### config.mk
export PLATFORM = sky130hd
export DESIGN_NAME = freq_gate_sequencer
export DESIGN_NICKNAME = d
export VERILOG_FILES = /design/src/rtl/freq_pkg.sv /design/src/rtl/gate_timer.sv /design/src/rtl/freq_gate_sequencer.sv
export SDC_FILE = /design/constraint.sdc
export NUM_CORES = 1
export LEC_CHECK = 0
export ABC_AREA = 1
export CORE_UTILIZATION = 48
export DETAILED_ROUTE_END_ITERATION = 12
export HOLD_SLACK_MARGIN = 0.02
export PLACE_DENSITY = 0.76
export SLEW_MARGIN = 20
export SYNTH_ARGS = -nofsm -noshare
export SYNTH_HDL_FRONTEND = slang
export SYNTH_SLANG_ARGS = --single-unit
### constraint.sdc
create_clock -name clock -period 1.7 [get_ports clock]
set_input_delay 0.34 -clock clock [delete_from_list [all_inputs] [get_ports clock]]
set_output_delay 0.34 -clock clock [all_outputs]
set_load 0.05 [all_outputs]
### src/rtl/freq_pkg.sv
// Shared types and defaults for the frequency gate sequencer.
package freq_pkg;

  typedef enum logic [2:0] {
    StIdle   = 3'd0,
    StClear  = 3'd1,
    StGate   = 3'd2,
    StSettle = 3'd3,
    StLatch  = 3'd4
  } state_e;

  localparam int unsigned GateBaseDef     = 2500;
  localparam int unsigned NumRangesDef    = 4;
  localparam int unsigned SettleCyclesDef = 4;
  localparam int unsigned LowThreshDef    = 100;
  localparam int unsigned HighThreshDef   = 1000000;

  // Gate length for a decade range: base * 10^rng (2500, 25000, 250000, 2500000 by default).
  function automatic logic [63:0] gate_len(input int unsigned base, input logic [1:0] rng);
    logic [63:0] len;
    len = 64'(base);
    for (int i = 0; i < 3; i++) begin
      if (i < int'(rng)) len = len * 64'd10;
    end
    return len;
  endfunction

endpackage

### src/rtl/gate_timer.sv
// Loadable down-counter with a zero flag; times both the gate and settle intervals.
module gate_timer #(
  parameter int unsigned Width = 32
) (
  input  logic             clk_i,
  input  logic             rst_ni,
  input  logic             load_i,
  input  logic [Width-1:0] load_val_i,
  input  logic             dec_i,
  output logic             zero_o
);

  logic [Width-1:0] count_q, count_d;

  always_comb begin
    count_d = count_q;
    if (load_i) begin
      count_d = load_val_i;
    end else if (dec_i && (count_q != '0)) begin
      count_d = count_q - Width'(1);
    end
  end

  always_ff @(posedge clk_i or negedge rst_ni) begin
    if (!rst_ni) begin
      count_q <= '0;
    end else begin
      count_q <= count_d;
    end
  end

  assign zero_o = (count_q == '0);

endmodule

### src/rtl/freq_gate_sequencer.sv
// Clear / gate / settle / latch sequencer for the edge counter, with decade auto-ranging.
module freq_gate_sequencer
  import freq_pkg::*;
#(
  parameter int unsigned GATE_BASE     = GateBaseDef,
  parameter int unsigned NUM_RANGES    = NumRangesDef,
  parameter int unsigned SETTLE_CYCLES = SettleCyclesDef,
  parameter int unsigned LOW_THRESH    = LowThreshDef,
  parameter int unsigned HIGH_THRESH   = HighThreshDef,
  parameter int unsigned CNT_W         = 32
) (
  input  logic             clock,
  input  logic             reset_n,
  input  logic             run,
  input  logic             auto_range,
  input  logic [1:0]       range_sel,
  input  logic [CNT_W-1:0] cnt_value,
  output logic             cnt_clear,
  output logic             cnt_enable,
  output logic [CNT_W-1:0] freq_out,
  output logic [1:0]       range_out,
  output logic             freq_valid,
  output logic             busy
);

  localparam logic [63:0]      MaxGate  = gate_len(GATE_BASE, 2'(NUM_RANGES - 1));
  localparam logic [1:0]       MaxRange = 2'(NUM_RANGES - 1);
  localparam logic [CNT_W-1:0] LowThr   = CNT_W'(LOW_THRESH);
  localparam logic [CNT_W-1:0] HighThr  = CNT_W'(HIGH_THRESH);

  if (MaxGate >= 64'h1_0000_0000 || NUM_RANGES == 0 || NUM_RANGES > 4 ||
      SETTLE_CYCLES == 0 || GATE_BASE == 0) begin : g_param_check
    $error("freq_gate_sequencer: unsupported parameter set");
  end

  state_e      state_q, state_d;
  logic [1:0]  range_q, range_d;   // range of the measurement in flight
  logic [1:0]  auto_q, auto_d;     // range the auto rule picks for the next CLEAR
  logic [1:0]  clear_range;
  logic [31:0] gate_len_sel;
  logic [31:0] timer_val;
  logic        timer_load, timer_dec, timer_zero;
  logic        enter_latch;

  assign clear_range  = auto_range ? auto_q : range_sel;
  assign gate_len_sel = 32'(gate_len(GATE_BASE, clear_range));

  always_comb begin
    state_d     = state_q;
    range_d     = range_q;
    auto_d      = auto_q;
    timer_load  = 1'b0;
    timer_dec   = 1'b0;
    timer_val   = '0;
    enter_latch = 1'b0;
    unique case (state_q)
      StIdle: begin
        if (run) state_d = StClear;
      end
      StClear: begin
        range_d    = clear_range;
        timer_load = 1'b1;
        timer_val  = gate_len_sel - 32'd1;
        state_d    = StGate;
      end
      StGate: begin
        if (timer_zero) begin
          state_d    = StSettle;
          timer_load = 1'b1;
          timer_val  = 32'(SETTLE_CYCLES - 1);
        end else begin
          timer_dec = 1'b1;
        end
      end
      StSettle: begin
        if (timer_zero) begin
          state_d     = StLatch;
          enter_latch = 1'b1;
          // Saturating step toward a gate that keeps the count in the useful window.
          if ((cnt_value < LowThr) && (range_q < MaxRange)) begin
            auto_d = range_q + 2'd1;
          end else if ((cnt_value > HighThr) && (range_q != 2'd0)) begin
            auto_d = range_q - 2'd1;
          end else begin
            auto_d = range_q;
          end
        end else begin
          timer_dec = 1'b1;
        end
      end
      StLatch: begin
        state_d = run ? StClear : StIdle;
      end
      default: state_d = StIdle;
    endcase
  end

  gate_timer #(
    .Width(32)
  ) u_gate_timer (
    .clk_i     (clock),
    .rst_ni    (reset_n),
    .load_i    (timer_load),
    .load_val_i(timer_val),
    .dec_i     (timer_dec),
    .zero_o    (timer_zero)
  );

  // Outputs are registered from the next state so they line up with the state they describe.
  always_ff @(posedge clock or negedge reset_n) begin
    if (!reset_n) begin
      state_q    <= StIdle;
      range_q    <= 2'd0;
      auto_q     <= 2'd0;
      cnt_clear  <= 1'b0;
      cnt_enable <= 1'b0;
      freq_out   <= '0;
      range_out  <= 2'd0;
      freq_valid <= 1'b0;
      busy       <= 1'b0;
    end else begin
      state_q    <= state_d;
      range_q    <= range_d;
      auto_q     <= auto_d;
      cnt_clear  <= (state_d == StClear);
      cnt_enable <= (state_d == StGate);
      busy       <= (state_d != StIdle);
      freq_valid <= enter_latch;
      if (enter_latch) begin
        freq_out  <= cnt_value;
        range_out <= range_q;
      end
    end
  end

endmodule

; ---- After elaboration in Yosys (flattened, before gate mapping)
; Cells that the tools add are included.
; W data, S select, Z words.
[word_totals]
reg_bits = 77
wordCells = 59
output_inout_bits = 38
[classes]
n_lt_le_gt_ge = 6
n_eq_ne = 6
n_reduce_logical = 11
add_sub_neg = 4
muxes = 20
n_mul = 2
[op_table]
columns = cell, count
row1 = $mux W32, 3
row2 = $mul A64 B3 Y31 const B, 1
row3 = $mul A64 B3 Y63 const B, 1
row4 = $mux W64, 1
row5 = $pmux W32 S2, 1
row6 = $sub A32 B1 Y32 const B, 2
row7 = $gt A32 B20 Y1 const B, 1
row8 = $logic_not A32 Y1, 1
row9 = $lt A32 B7 Y1 const B, 1
row10 = $reduce_bool A32 Y1, 1
row11 = $mux W15, 1
row12 = $pmux W3 S5, 1
row13 = $eq A3 B2 Y1 const B, 3
row14 = $mux W3, 3
row15 = $mux W2, 4
row16 = $eq A3 B1 Y1 const B, 2
row17 = $mux W1, 5
row18 = $lt A1 B2 Y1 const A, 2
row19 = $reduce_bool A2 Y1, 2
row20 = $eq A3 B3 Y1 const B, 1
row21 = $logic_and A1 B1 Y1, 3
row22 = $logic_not A3 Y1, 1
row23 = $reduce_bool A3 Y1, 1
row24 = $add A2 B1 Y2 const B, 1
row25 = other kinds (6), 6

; ---- Longest topological paths before layout
; Gate-level depths: netlist of the first run.
[depth]
depth_word = 10
mapped_depth = 13
mapped_depth_nobuf = 13

; ---- By module
; A second synthesis of the first run with hierarchy kept.
[hier_totals]
hier_cells = 714
area_unflattened_um2 = 4889.7
[by_module_without_submodules]
columns = module, cells_per_inst, n_inst, seq_area_each_um2, area_per_inst_um2
row1 = gate_timer, 407, 1, 800.8, 2511.2
row2 = freq_gate_sequencer, 307, 1, 1126.1, 2378.5

; ---- Least setup slack after synthesis of the first run
; Ideal clock, no wire load.
[synth_timing]
path_kind = input-to-reg
start = input port range_sel[1]
end = register u_gate_timer.count_q[29]
path_stages = 8
required_time_ns = 1.623
arrival_time_ns = 1.920
slack_ns = -0.297
n_path_buf = 0
setup_time_ns = 0.077
path_cell_list = inv_1 -> o21ai_0 -> inv_1 -> ha_1 -> or2_2 -> nor2_1 -> nor2_1 -> a21oi_1
[synth_between]
elab_chain_len = 10
[synth_rtl]
columns = element, line_no
row1 = "start, declared", freq_gate_sequencer.sv:16  ; input logic [1:0] range_sel,
row2 = $mux W2 *, freq_gate_sequencer.sv:45  ; assign clear_range = auto_range ? auto_q : range_sel;
row3 = named net clear_range[1], freq_gate_sequencer.sv:39  ; logic [1:0] clear_range;
row4 = $lt A1 B2 Y1, freq_pkg.sv:23  ; if (i < int'(rng)) len = len * 64'd10;
row5 = $mux W15, freq_pkg.sv:23
row6 = $mul A64 B3 Y63, freq_pkg.sv:23
row7 = $mux W64, freq_pkg.sv:23
row8 = $mul A64 B3 Y31, freq_pkg.sv:23
row9 = $mux W32 *, freq_pkg.sv:23
row10 = $sub A32 B1 Y32 *, freq_gate_sequencer.sv:63  ; timer_val = gate_len_sel - 32'd1;
row11 = $pmux W32 S2 *, freq_gate_sequencer.sv:56  ; unique case (state_q)
row12 = $mux W32 *, gate_timer.sv:17  ; if (load_i) begin
row13 = "end signal, assigned", gate_timer.sv:28  ; count_q <= count_d;
row14 = "end, declared", gate_timer.sv:13  ; logic [Width-1:0] count_q, count_d;
; The timed path passes the listed nets; every way through them passes the cells marked *.
; A chain may end at the register's enable or synchronous reset.

; ---- Worst setup path after layout of the first run
[layout_timing]
start = register u_gate_timer.count_q[6]
end = register u_gate_timer.count_q[28]
[layout_between]
elab_chain_len = 5
[layout_rtl]
columns = element
row1 = branches (longest 5 deep; another with $sub A32 B1 Y32)
; Several ways; the timed one is not identified. The select of a mux whose other input is x is not followed.

==> flow_summary.yaml, run 1 <==
run_status:
  status: "complete, but fails checks"
  violations: "design-rule violations, negative setup slack"
synthesis:
  synthTopCellsByArea: "dfrtp_1 (43%), nand2_1 (16%), nor2_1 (8.6%)"
  synth_xor_area_share_pct: 3.73
  synth_compound_area_share_pct: 7.84
  yosys_warnings: 0
  synth_fp_nets: 655
  synthCells: 606
  yosysTopAreaCell: "dfrtp_1"
  synth_area_um2: 4470
  ys_types: 33
  syn_area_per_cell_um2: 7.37
  seq_area_frac_synth_pct: 43.1
  synth.area.mux_share_pct: 0
  synth_fa_ha_area_share_pct: 3.08
  synth-simple-area-share_pct: 35.5
  synth_seq_cells: 77
  yosys.area.top_type_share_pct: 43.1
  synth_top_family_by_area: "simple AND/OR/NAND/NOR gates"
worst_setup_path:
  crit_buf_inv: 2
  critPathMaxFanout: 7
  worstPathArrival_ns: 2.37
  crit_path_cell_trace: "nor2_2, nand2_2, nor2_4, nand2_4, buf_6, o21ai_4, nand3_4, buf_6, nor2_2, a21oi_1"
  slowest_delay_ns: 0.47
  critical-path-slowest-cell: "dfrtp_1"
  crit_type: "register to register"
  crit_required_ns: 1.94
  cp_top_family: "simple AND/OR/NAND/NOR gates"
  crit_path_start_kind: "register"
  endpoint_kind: "register"
route:
  drt_iter0_drc: 829
  viasPerCell: 6.11
  routed_wl_um: 19400
  drtPass1Iterations: 10
  ant_nets: 0
  num_vias: 5709
  wl_per_cell_um: 20.7
  drcViolationCount: 1
global_routing:
  grt-ovfl-total: 0
  grt_pass1_vias: 5472
  antenna_found_initial: 0
  grt_pass1_wl_um: 26500
  grt.total_usage_pct: 35.5
  grt_max_degree: 35
sta:
  hold_viol: 0
  relSlewSlack_pct: 67.4
  setup_slack_ns: -0.430
  min_period_ns: 2.13
  holdWs_ns: 0.467
  drv_slew: 0
  maxClockFrequency_mhz: 470
  tightest_slew_ns: 0.489
  finalCritPeriodShare_pct: 125
  finalSetupViolations: 73
  rsz0062_at_grt: "yes"
  fin_skew_ns: 0.0119
floorplanning:
  pin_count: 76
  rows: 34
  coreArea_um2: 8850
  start_util_pct: 50.5
  die-width_um: 98.5
  dieArea_um2: 9700
  fp.dieH_um: 98.5
cells_and_area:
  utilization_pct: 81.8
  fill_cells: 482
  nNetsFinal: 872
  diodes: 0
  drive_above_1_share_pct: 37.7
  area_growth_pct: 62.0
clocking:
  cts_max_path_buffers: 2
  clkTransAtPathRegs_ns: 0.09
  cts_root_buf: "clkbuf_8"
  h-tree-depth: 3
  cts_made_buffers: 9
  clkSinkCount: 77
  clkLatencyLatePin_ns: 0.37
  tritoncts: "built"
power_and_ir_drop:
  vdd_drop_max_mv: 0.536
  powerDensity_nw_per_um2: 705
  p_leak_uw: 0.00355
placed_design:
  gp_congestion: 1.01
  io_buffers: 75
  dp_hpwl_um: 10300
job:
  maxCapViolCount: 0
hold_path:
  min-delay-path-class: "primary input to async pin"
-- worst reg2reg max path: cells and delay by family, from the launching register on --
kind	cells	cell delay, ns
DFF	1	0.47
and+or+nand+nor	6	0.93
AOI/OAI and AO/OA	2	0.27
buffers and inverters	2	0.34
-- through the flow --
step	setup TNS, ns	cells	total power, uW	setup WS (ns)	cell area, um2
6_report	-19.91	935	5100	-0.430	7230
5_1_grt	-21.65	935	5230	-0.457	7230
4_1_cts	-9.25	929	4780	-0.191	6990
3_5_place_dp	-16.83	889	3130	-0.524	6100
3_3_place_gp	-12.77	889	3080	-0.427	6100
2_1_floorplan	0	606	2540	0.000983	4490
-- path summary, 6_finish.rpt --
kind                                                           from                              endpoint  slack [ns]  cells past startpoint
worst min-delay path                                        reset_n              freq_out[13]$_DFFE_PN0P_        0.47                      2
min in group clock                         freq_out[13]$_DFFE_PN0P_              freq_out[13]$_DFFE_PN0P_        0.50                      2
max in group asynchronous                                   reset_n  u_gate_timer.count_q[27]$_DFFE_PN0P_        0.69                      3
worst min register to register             freq_out[13]$_DFFE_PN0P_              freq_out[13]$_DFFE_PN0P_        0.50                      2
worst max register to register  u_gate_timer.count_q[6]$_DFFE_PN0P_  u_gate_timer.count_q[28]$_DFFE_PN0P_       -0.43                     10
worst max-delay path            u_gate_timer.count_q[6]$_DFFE_PN0P_  u_gate_timer.count_q[28]$_DFFE_PN0P_       -0.43                     10
-- flip-flops by register name, indices dropped and copies added (netlist names) --
register,flops
u_gate_timer.count_q,32
range_q,2
state_q,3
cnt_clear,1
busy,1
cnt_enable,1
auto_q,2
freq_valid,1
freq_out,32
range_out,2
-- final cells by class --
class / count / area, um2 / area share (%)
Multi-Input combinational cell: 460 / 2640 / 36.5
Timing Repair Buffer: 219 / 2090 / 28.9
Sequential cell: 77 / 1930 / 26.7
Inverter: 56 / 220 / 3.04
Tap cell: 108 / 135 / 1.87
Clock buffer: 9 / 124 / 1.71
Clock inverter: 6 / 96.3 / 1.33
-- cell usage in the layout, fill, tap and decap left out, types with 21 or more instances in the layout --
cell             Yosys  final
inv_1               53     49
nor2_4               6     21
dfrtp_1             77     76
nor2_2              11     27
nand2_1            187    162
buf_4                3    149
clkdlybuf4s50_1      0     35
nand2_2              5     21
nor2_1             102     71
nand3_1             28     21
-- routing by layer --
layer | routed length [um] | part of all wire (%) | GRT usage [%]
met2 | 8810 | 45 | 60.1
met3 | 2140 | 11 | 5.74
met5 | 0 | 0 | 0
met1 | 6970 | 36 | 42.6
met4 | 1440 | 7.4 | 21.9
-- cells in the mapped netlist --
cell,count
nand2_4,1
o22ai_1,1
nand4_1,9
nor2_4,6
a31oi_2,1
xnor2_1,8
or2_1,1
nand2_1,187
or2_2,3
inv_2,3
nor3_1,9
nand2_2,5
clkbuf_1,6
ha_1,11
a31oi_1,7
o21ai_1,2
nor3_4,1
o21ai_4,1
nor2_2,11
nor4_1,1
inv_1,53
nand3_1,28
xor2_1,11
buf_4,3
nand3_4,1
buf_6,4
dfrtp_1,77
o21ai_0,31
a21boi_0,1
nor2_1,102
a21oi_1,18
nand3b_1,2
a31o_2,1
-- cell families (layout without fill, tap and decap cells) --
kind of cell,after synthesis,after routing
DFF,77,77
buffers and inverters,69,290
AOI/OAI and AO/OA,63,63
adders and majority gates,11,11
xor gates and xnor gates,19,19
and+or+nand+nor,367,367
-- power by group --
| part | switching, uW | leakage [uW] | internal, uW | total, uW |
|---|---|---|---|---|
| sequential | 153 | 0.000823 | 1940 | 2090 |
| combinational | 780 | 0.00262 | 580 | 1360 |
| clock | 811 | 0.000108 | 838 | 1650 |
-- what timing repair did --
| action | CTS | global route |
|---|---|---|
| endpoints found under the hold margin | 31 | 0 |
| setup endpoints to repair | 72 | 74 |
| resized for setup | 101 | 46 |
| gates cloned | 7 | 2 |
| pin swaps | 8 | 12 |
| setup buffers | 17 | 4 |
| hold buffers | 1 | 0 |
No activity file was read; power rests on OpenSTA's default activity.
==> run 2: changes to the inputs <==
--- a/config.mk
+++ b/config.mk
@@ -7,6 +7,7 @@
 export LEC_CHECK = 0
 export ABC_AREA = 1
 export CORE_UTILIZATION = 48
+export CTS_CLUSTER_SIZE = 25
 export DETAILED_ROUTE_END_ITERATION = 12
 export HOLD_SLACK_MARGIN = 0.02
 export PLACE_DENSITY = 0.76
==> results of run 2 <==
Same layout as run 1: the final DEF is identical, and so are final timing and power.
